`src/rtl/cfg_arb_pkg.sv`:
```
// cfg_arb_pkg: shared types and constants for the cfg bus arbiter
// Command storage is ARB_ADDR_W/ARB_DATA_W wide; instances use CFG_*_WIDTH <= 32.
package cfg_arb_pkg;
  typedef enum logic [1:0] {IDLE, ISSUE, RD_WAIT} arb_state_e;
  localparam int ARB_ADDR_W = 32;
  localparam int ARB_DATA_W = 32;
  localparam logic [31:0] CFG_TIMEOUT_DATA = 32'hDEAD_BEEF;
  typedef struct packed {
    logic [ARB_ADDR_W-1:0] addr;
    logic [ARB_DATA_W-1:0] wr_data;
    logic                  is_rd;
  } arb_cmd_s;
endpackage

```
`src/rtl/cfg_bus_arb_rr_pick.sv`:
```
// rr_pick: combinational round-robin picker
// Ports: req (per-master request), last_gnt (previous grant) -> pick (next index), vld (any request).
module rr_pick #(
  parameter int N  = 2,
  parameter int IW = $clog2(N)
) (
  input  logic [N-1:0]  req,
  input  logic [IW-1:0] last_gnt,
  output logic [IW-1:0] pick,
  output logic          vld
);
  logic [IW-1:0] idx;
  // Scan from the farthest candidate to the nearest, so the one right after last_gnt wins.
  always_comb begin
    pick = '0;
    idx = '0;
    vld = |req;
    for (int k = N; k >= 1; k--) begin
      idx = IW'((int'(last_gnt) + k) % N);
      if (req[idx]) pick = idx;
    end
  end
endmodule

```
`src/rtl/cfg_bus_arb.sv`:
```
// cfg_bus_arb: round-robin arbiter sharing one cfg register bus between NUM_REQ masters
// Ports: i_axi_clk/i_axi_rst (async, active-high); s_cfg_* upstream per-master side
// (wr_en/rd_en/addr/wr_data in, busy/rd_vld/rd_data out); m_cfg_* downstream slave side.
// Optional macro CFG_ARB_TIMEOUT_EN adds a RD_TIMEOUT read watchdog and the o_rd_timeout port.
module cfg_bus_arb
  import cfg_arb_pkg::*;
#(
  parameter int NUM_REQ        = 2,
  parameter int CFG_ADDR_WIDTH = 32,
  parameter int CFG_DATA_WIDTH = 32,
  parameter int RD_TIMEOUT     = 1024
) (
  input  logic                                i_axi_clk,
  input  logic                                i_axi_rst,
`ifdef CFG_ARB_TIMEOUT_EN
  output logic                                o_rd_timeout,
`endif
  input  logic [NUM_REQ-1:0]                  s_cfg_wr_en,
  input  logic [NUM_REQ-1:0]                  s_cfg_rd_en,
  input  logic [NUM_REQ*CFG_ADDR_WIDTH-1:0]   s_cfg_addr,
  input  logic [NUM_REQ*CFG_DATA_WIDTH-1:0]   s_cfg_wr_data,
  output logic [NUM_REQ-1:0]                  s_cfg_busy,
  output logic [NUM_REQ-1:0]                  s_cfg_rd_vld,
  output logic [CFG_DATA_WIDTH-1:0]           s_cfg_rd_data,
  output logic                                m_cfg_wr_en,
  output logic                                m_cfg_rd_en,
  output logic [CFG_ADDR_WIDTH-1:0]           m_cfg_addr,
  output logic [CFG_DATA_WIDTH-1:0]           m_cfg_wr_data,
  input  logic                                m_cfg_rd_vld,
  input  logic [CFG_DATA_WIDTH-1:0]           m_cfg_rd_data,
  input  logic                                m_cfg_busy
);
  localparam int IW = $clog2(NUM_REQ);
  arb_state_e state_q, state_d;
  arb_cmd_s cmd_q;
  logic [IW-1:0] gnt_q, last_q, pick;
  logic vld, accept, deliver, tmo;
  logic [NUM_REQ-1:0] rd_vld_q;
  logic [CFG_DATA_WIDTH-1:0] rd_data_q;
  logic [CFG_ADDR_WIDTH-1:0] addr_a [NUM_REQ];
  logic [CFG_DATA_WIDTH-1:0] data_a [NUM_REQ];
`ifdef CFG_ARB_TIMEOUT_EN
  logic [15:0] cnt_q;
`endif
  for (genvar i = 0; i < NUM_REQ; i++) begin : g_unpack
    assign addr_a[i] = s_cfg_addr[i*CFG_ADDR_WIDTH +: CFG_ADDR_WIDTH];
    assign data_a[i] = s_cfg_wr_data[i*CFG_DATA_WIDTH +: CFG_DATA_WIDTH];
  end
  rr_pick #(.N(NUM_REQ), .IW(IW)) u_pick (
    .req      (s_cfg_wr_en | s_cfg_rd_en),
    .last_gnt (last_q),
    .pick     (pick),
    .vld      (vld)
  );
  assign accept = state_q == IDLE && vld;
  always_comb begin
    s_cfg_busy = '1;
    if (accept) s_cfg_busy[pick] = 1'b0;
  end
  // Enables follow the state register, so an async reset drops them at once.
  assign m_cfg_wr_en   = state_q == ISSUE && !cmd_q.is_rd;
  assign m_cfg_rd_en   = state_q == ISSUE && cmd_q.is_rd;
  assign m_cfg_addr    = CFG_ADDR_WIDTH'(cmd_q.addr);
  assign m_cfg_wr_data = CFG_DATA_WIDTH'(cmd_q.wr_data);
  assign s_cfg_rd_vld  = rd_vld_q;
  assign s_cfg_rd_data = rd_data_q;
  always_comb begin
    state_d = state_q;
    deliver = 1'b0;
    tmo = 1'b0;
    case (state_q)
      IDLE: state_d = vld ? ISSUE : IDLE;
      ISSUE:
        if (!m_cfg_busy) begin
          deliver = cmd_q.is_rd && m_cfg_rd_vld;
          state_d = (cmd_q.is_rd && !m_cfg_rd_vld) ? RD_WAIT : IDLE;
        end
      RD_WAIT: begin
        deliver = m_cfg_rd_vld;
`ifdef CFG_ARB_TIMEOUT_EN
        tmo = !m_cfg_rd_vld && cnt_q == 16'(RD_TIMEOUT - 1);
`endif
        state_d = (deliver || tmo) ? IDLE : RD_WAIT;
      end
      default: state_d = IDLE;
    endcase
  end
  always_ff @(posedge i_axi_clk or posedge i_axi_rst) begin
    if (i_axi_rst) begin
      state_q <= IDLE;
      cmd_q <= '0;
      gnt_q <= '0;
      last_q <= IW'(NUM_REQ - 1);
      rd_vld_q <= '0;
      rd_data_q <= '0;
    end else begin
      state_q <= state_d;
      rd_vld_q <= '0;
      if (accept) begin
        // Write wins when both enables are high; the read stays pending upstream.
        cmd_q <= '{addr: ARB_ADDR_W'(addr_a[pick]), wr_data: ARB_DATA_W'(data_a[pick]), is_rd: !s_cfg_wr_en[pick]};
        gnt_q <= pick;
        last_q <= pick;
      end
      if (deliver || tmo) begin
        rd_vld_q[gnt_q] <= 1'b1;
        rd_data_q <= tmo ? CFG_DATA_WIDTH'(CFG_TIMEOUT_DATA) : m_cfg_rd_data;
      end
    end
  end
`ifdef CFG_ARB_TIMEOUT_EN
  always_ff @(posedge i_axi_clk or posedge i_axi_rst) begin
    if (i_axi_rst) begin
      cnt_q <= '0;
      o_rd_timeout <= 1'b0;
    end else begin
      cnt_q <= (state_q == RD_WAIT) ? cnt_q + 16'd1 : '0;
      o_rd_timeout <= tmo;
    end
  end
`endif
endmodule

```
`config.mk`:
```
export PLATFORM = sky130hd
export DESIGN_NAME = cfg_bus_arb
export DESIGN_NICKNAME = d
export VERILOG_FILES = /design/src/rtl/cfg_arb_pkg.sv /design/src/rtl/cfg_bus_arb_rr_pick.sv /design/src/rtl/cfg_bus_arb.sv
export SDC_FILE = /design/constraint.sdc
export NUM_CORES = 1
export LEC_CHECK = 0
export BUFFER_PORTS_ARGS = -buffer_cell sky130_fd_sc_hd__buf_4
export CORE_MARGIN = 3
export CORE_UTILIZATION = 45
export DETAILED_ROUTE_END_ITERATION = 16
export PLACE_DENSITY = 0.81
export RECOVER_POWER = 25
export SETUP_SLACK_MARGIN = 0.05
export SYNTH_ARGS = -nofsm -noshare
export SYNTH_HDL_FRONTEND = slang
export SYNTH_SLANG_ARGS = --single-unit
export TNS_END_PERCENT = 5
```
`constraint.sdc`:
```
create_clock -name i_axi_clk -period 4.1 [get_ports i_axi_clk]
set_input_delay 1.025 -clock i_axi_clk [delete_from_list [all_inputs] [get_ports i_axi_clk]]
set_output_delay 1.025 -clock i_axi_clk [all_outputs]
set_load 0.01 [all_outputs]
```
# Word-level counts from Yosys, hierarchy flattened
# Index checks and enable logic that the tools add are counted.
[word_totals] reg_bits=103 in_bits=168 output_inout_bits=102 elab_cells=62
[op_classes] add_sub_neg=2 order_cmp=7 eq_ne=3 n_mux=27 n_bitwise=3 n_reduce_logical=12
[ops] op="$mux W32" count=6
[ops] op="$mux W1" count=12
[ops] op="$mux W2" count=5
[ops] op="$lt A1 B2 Y1 const B" count=4
[ops] op="$logic_and A1 B1 Y1" count=7
[ops] op="$pmux W2 S3" count=1
[ops] op="$logic_not A1 Y1" count=3
[ops] op="$add A1 B1 Y1 const B" count=2
[ops] op="$demux W1 S1" count=2
[ops] op="$eq A2 B1 Y1 const B" count=1
[ops] op="$eq A2 B2 Y1 const B" count=1
[ops] op="$ge A1 B1 Y1 const B" count=2
[ops] op="$ge A2 B2 Y1 const B" count=1
[ops] op="$logic_not A2 Y1" count=1
[ops] op="$ne A2 B2 Y1 const B" count=1
[ops] op="$not A1 Y2" count=1
[ops] op="$not A2 Y2" count=1
[ops] op="$or A2 B2 Y2" count=1
[ops] op="$pmux W1 S2" count=1
[ops] op="$reduce_or A2 Y1" count=1

# Longest topological paths before layout
[depth] ltp_word=11 ltp_mapped=7 mapped_depth_nobuf=5

# Modules after synthesis
# From an unflattened synthesis, not the netlist that was laid out.
[unflattened] hier_cells=449 area_unflattened_um2=5098.6
[by_module_without_submodules] mod="cfg_bus_arb" instances=1 cells_each=447 area_each_um2=5084.9 seq_area_each_um2=2578.7
[by_module_without_submodules] mod="rr_pick" instances=1 cells_each=2 area_each_um2=13.8 seq_area_each_um2=0.0

# Worst setup path after synthesis
# OpenSTA, ideal clock, no wires.
[synth_timing] kind="input port to output port" start="in s_cfg_wr_en[0]" end="out s_cfg_busy[1]" arrival_time_ns=1.843 required_ns=3.075 slack_ns=1.232 path_stages=4 path_buffers=1 path_cell_list="or2_1 a21oi_2 clkbuf_1 inv_1"
[synth_between] elab_chain_len=11 word_cells_on_any_way=16 classes_between="order compare: 2; mux: 9; bitwise: 2; reduce/logical: 3"
[synth_lines] item="start: declaration" line_no="cfg_bus_arb.sv:18" source="input logic [NUM_REQ-1:0] s_cfg_wr_en,"
[synth_lines] item="$or A2 B2 Y2 *" line_no="cfg_bus_arb.sv:50" source=".req (s_cfg_wr_en | s_cfg_rd_en),"
[synth_lines] item="$mux W1 (implied by the code) (2 in a row)" line_no="cfg_bus_arb_rr_pick.sv:20" source="if (req[idx]) pick = idx;"
[synth_lines] item="$mux W1 (2 in a row)" line_no="cfg_bus_arb_rr_pick.sv:20"
[synth_lines] item="$lt A1 B2 Y1 (implied by the code) / $ge A1 B1 Y1 (equally long branches)" line_no="cfg_bus_arb.sv:58" source="if (accept) s_cfg_busy[pick] = 1'b0;"
[synth_lines] item="$logic_and A1 B1 Y1 (implied by the code)" line_no="cfg_bus_arb.sv:58"
[synth_lines] item="$mux W1 (implied by the code)" line_no="cfg_bus_arb.sv:58"
[synth_lines] item="$demux W1 S1" line_no="cfg_bus_arb.sv:58"
[synth_lines] item="$not A2 Y2 (no source line)"
[synth_lines] item="$mux W2 *" line_no="cfg_bus_arb.sv:58"
[synth_lines] item="end: declaration" line_no="cfg_bus_arb.sv:22" source="output logic [NUM_REQ-1:0] s_cfg_busy,"
# Mark *: on every way between the ends. The rest lies on a longest branch, timed or not. The select of a mux whose other input is x is not followed.

# Worst setup path after layout
# Same ends and word-level chain as after synthesis.

==> impl_metrics.yaml <==
placement:
  gp_congestion: 0.772
  hpwl_mm: 10.0
  placed_cell_area_sq_mm: 0.00650
  io_buffers: 269
sta:
  rsz0062_at_grt: "false"
  fmax_ghz: 0.356
  hold_violations: 0
  fin_crit_ps: 2810
  skew_ps: 13.9
  max-slew-margin-rel_pct: -51.8
  slew_viol_final: 51
  tns_ps: 0
  finalCritPeriodShare_pct: 68.5
  setup_viol: 0
  worst_hold_slack_ps: 487
  worstMarginPinSlew_ps: 2260
synthesis:
  syn_area_sq_mm: 0.00488
  syn-num-nets: 560
  ys_ff_latch: 103
  ys_seq_area_share_pct: 52.8
  yosys-top-cells-area: "dfrtp_1 52%, a221o_1 13%, buf_4 11%"
  syn_inst: 388
  synth_top_area_cell: "dfrtp_1"
  synth_top_area_share_pct: 52.3
  syn_avg_cell_area_sq_um: 12.6
  synth_cell_type_count: 28
  yosys_warnings: 0
power_and_ir_drop:
  power_uw: 4960
  power.density_mw_per_mm2: 740
  ir_drop_mv: 0.411
  p_leak_uw: 0.00339
finish:
  antenna_cells: 0
  final_cell_mix: "273 x buf_4, 102 x dfrtp_1, 65 x and2_1"
  num-fill-cells: 828
  area_growth_pct: 37.2
  nets: 758
  final_common_cell: "buf_4"
  fin_area_sq_mm: 0.00670
  final_layout_size_suffix_gt1_share_pct: 55.2
die:
  io_pins: 270
  die_w_microns: 110
  die_h_microns: 110
  start_util_pct: 46.9
  rows: 37
  core_sq_mm: 0.0104
  die_area_sq_mm: 0.0121
cts:
  post_cts_buffers: 0
  cts_tree: "done"
  holdBufCountCts: 0
  htreeDepth: 3
  cts-buffers-inserted: 9
  cts_resized: 0
  clk_pin_slew_ps: 90
  cts.path.max_buffers: 2
  root_buffer: "clkbuf_8"
  cts_sinks: 103
  clk_latency_ps: 350
critical_path:
  slowest_delay_ps: 280
  cp-endpoint: "s_cfg_busy[1]"
  cp.arrival_ps: 1790
  timing.rr.start: "state_q[0]"
  critPathBufInv: 3
  cp-startpoint: "s_cfg_wr_en[0]"
  end_kind: "output port"
  crit_family: "buffers and inverters"
  worstPathMaxFanout: 4
  critPathSlowestCell: "or2_1"
  crit_type: "in2out"
  cp-start-kind: "primary input"
  cp.depth: 5
  critPathRequiredTime_ps: 3070
  r2r_slack_ps: 1920
  crit_top_cell: "buf_4"
  r2r_end: "m_cfg_wr_data[8]"
  r2r_cells: 6
  crit_chain: "buf_4, or2_1, a21oi_4, inv_1, buf_4"
grt:
  grt_usage_pct: 21.0
  grt_pass1_vias: 3959
  overflow: 0
  grt_max_degree: 67
  grt_pass1_wl_mm: 19.5
  antenna_found_initial: 0
routing:
  wl_per_cell_microns: 18.4
  drt_iter0_markers: 192
  drc: 0
  postRouteWirelength_mm: 13.4
  drt-vias-per-instance: 5.24
  vias: 3812
  antenna_left: 0
  firstDrtPassIters: 4
flow_run:
  max_cap_violations: 1
hold_path:
  hold_class: "reg2reg"
run_status:
  status: "finished, violations left"
  violations: "capacitance limit, slew limit"
==> cells in the mapped netlist <==
| master | count |
|---|---|
| dfstp_2 | 1 |
| buf_6 | 6 |
| buf_2 | 4 |
| nand2_1 | 4 |
| ha_1 | 4 |
| nand4_1 | 1 |
| o211ai_2 | 1 |
| a21o_1 | 2 |
| a21oi_2 | 1 |
| o41ai_4 | 1 |
| dfrtp_1 | 102 |
| and3b_1 | 1 |
| nor2b_1 | 1 |
| mux2_2 | 32 |
| o31ai_1 | 1 |
| o211a_2 | 1 |
| o2111ai_1 | 1 |
| clkbuf_1 | 7 |
| buf_4 | 70 |
| inv_1 | 8 |
| buf_1 | 1 |
| or2_1 | 1 |
| nor2_1 | 4 |
| and2_1 | 66 |
| nand3_1 | 1 |
| o41ai_1 | 1 |
| a221o_1 | 64 |
| o21ai_0 | 1 |
==> flip-flops by register name, indices dropped and copies added (netlist names) <==
name           cells
m_cfg_addr        32
m_cfg_wr_data     32
cmd_q              1
s_cfg_rd_vld       2
s_cfg_rd_data     32
last_q             1
gnt_q              1
state_q            2
==> report_power, final <==
group / switching, uW / internal (uW) / total, uW / leakage, uW
clock network: 323 / 343 / 666 / 0.000104
registers: 267 / 1510 / 1780 / 0.00127
logic: 1150 / 1360 / 2510 / 0.00202
total: 1740 / 3220 / 4960 / 0.00339
==> layout make-up <==
type / instances / area, sq um / share of cell area, %
Sequential cell: 103 / 2580 / 38.5
Timing Repair Buffer: 275 / 2080 / 31.0
Multi-Input combinational cell: 189 / 1640 / 24.4
Tap cell: 136 / 170 / 2.54
Clock buffer: 12 / 135 / 2.02
Clock inverter: 4 / 70.1 / 1.05
Inverter: 8 / 31.3 / 0.467
==> kinds of logic (layout without fill, tap and decap cells) <==
| logic type | count (synthesis) | in the layout | synth area share [%] |
|---|---|---|---|
| DFF | 103 | 103 | 52.8 |
| buffers and inverters | 96 | 299 | 13.8 |
| muxes | 32 | 32 | 7.38 |
| AOI/OAI and AO/OA | 74 | 74 | 15.2 |
| adders and majority gates | 4 | 4 | 1.03 |
| and+or+nand+nor | 79 | 79 | 9.74 |
==> worst reg2reg max path, stage by stage, from the launching register on <==
cell and delay [ps]:
dfrtp_1 420, inv_1 90, ha_1 280, o21ai_0 220, a21oi_4 160, buf_4 610
a221o_1 330
==> through the flow <==
step	setup slack, ps	std cells	utilization [%]
detailed placement	1280	711	62.4
floorplan	373	388	-
CTS	1280	727	64.3
finish	1290	727	64.3
global route	1200	727	64.3
global placement	1280	711	62.4
==> worst min path at each step <==
stage	start	endpoint	depth (start not counted)
3_5_place_dp	gnt_q	s_cfg_rd_vld[0]	1
2_1_floorplan	gnt_q	s_cfg_rd_vld[0]	1
4_1_cts	gnt_q	s_cfg_rd_vld[0]	1
6_report	gnt_q	s_cfg_rd_vld[0]	1
3_3_place_gp	gnt_q	s_cfg_rd_vld[0]	1
5_1_grt	gnt_q	s_cfg_rd_vld[0]	1
==> per-layer routing <==
layer  share of wire, %  up-vias  GRT usage, %  routed length [microns]
met5                  0        -             0                        0
met4                2.0        0          7.56                      265
met3                 11       19          7.16                     1430
met2                 50      185          37.0                     6760
met1                 37     1884          23.6                     4960
li1                   -     1724             -                        -
Note: power is estimated with default switching activity, not from simulation.
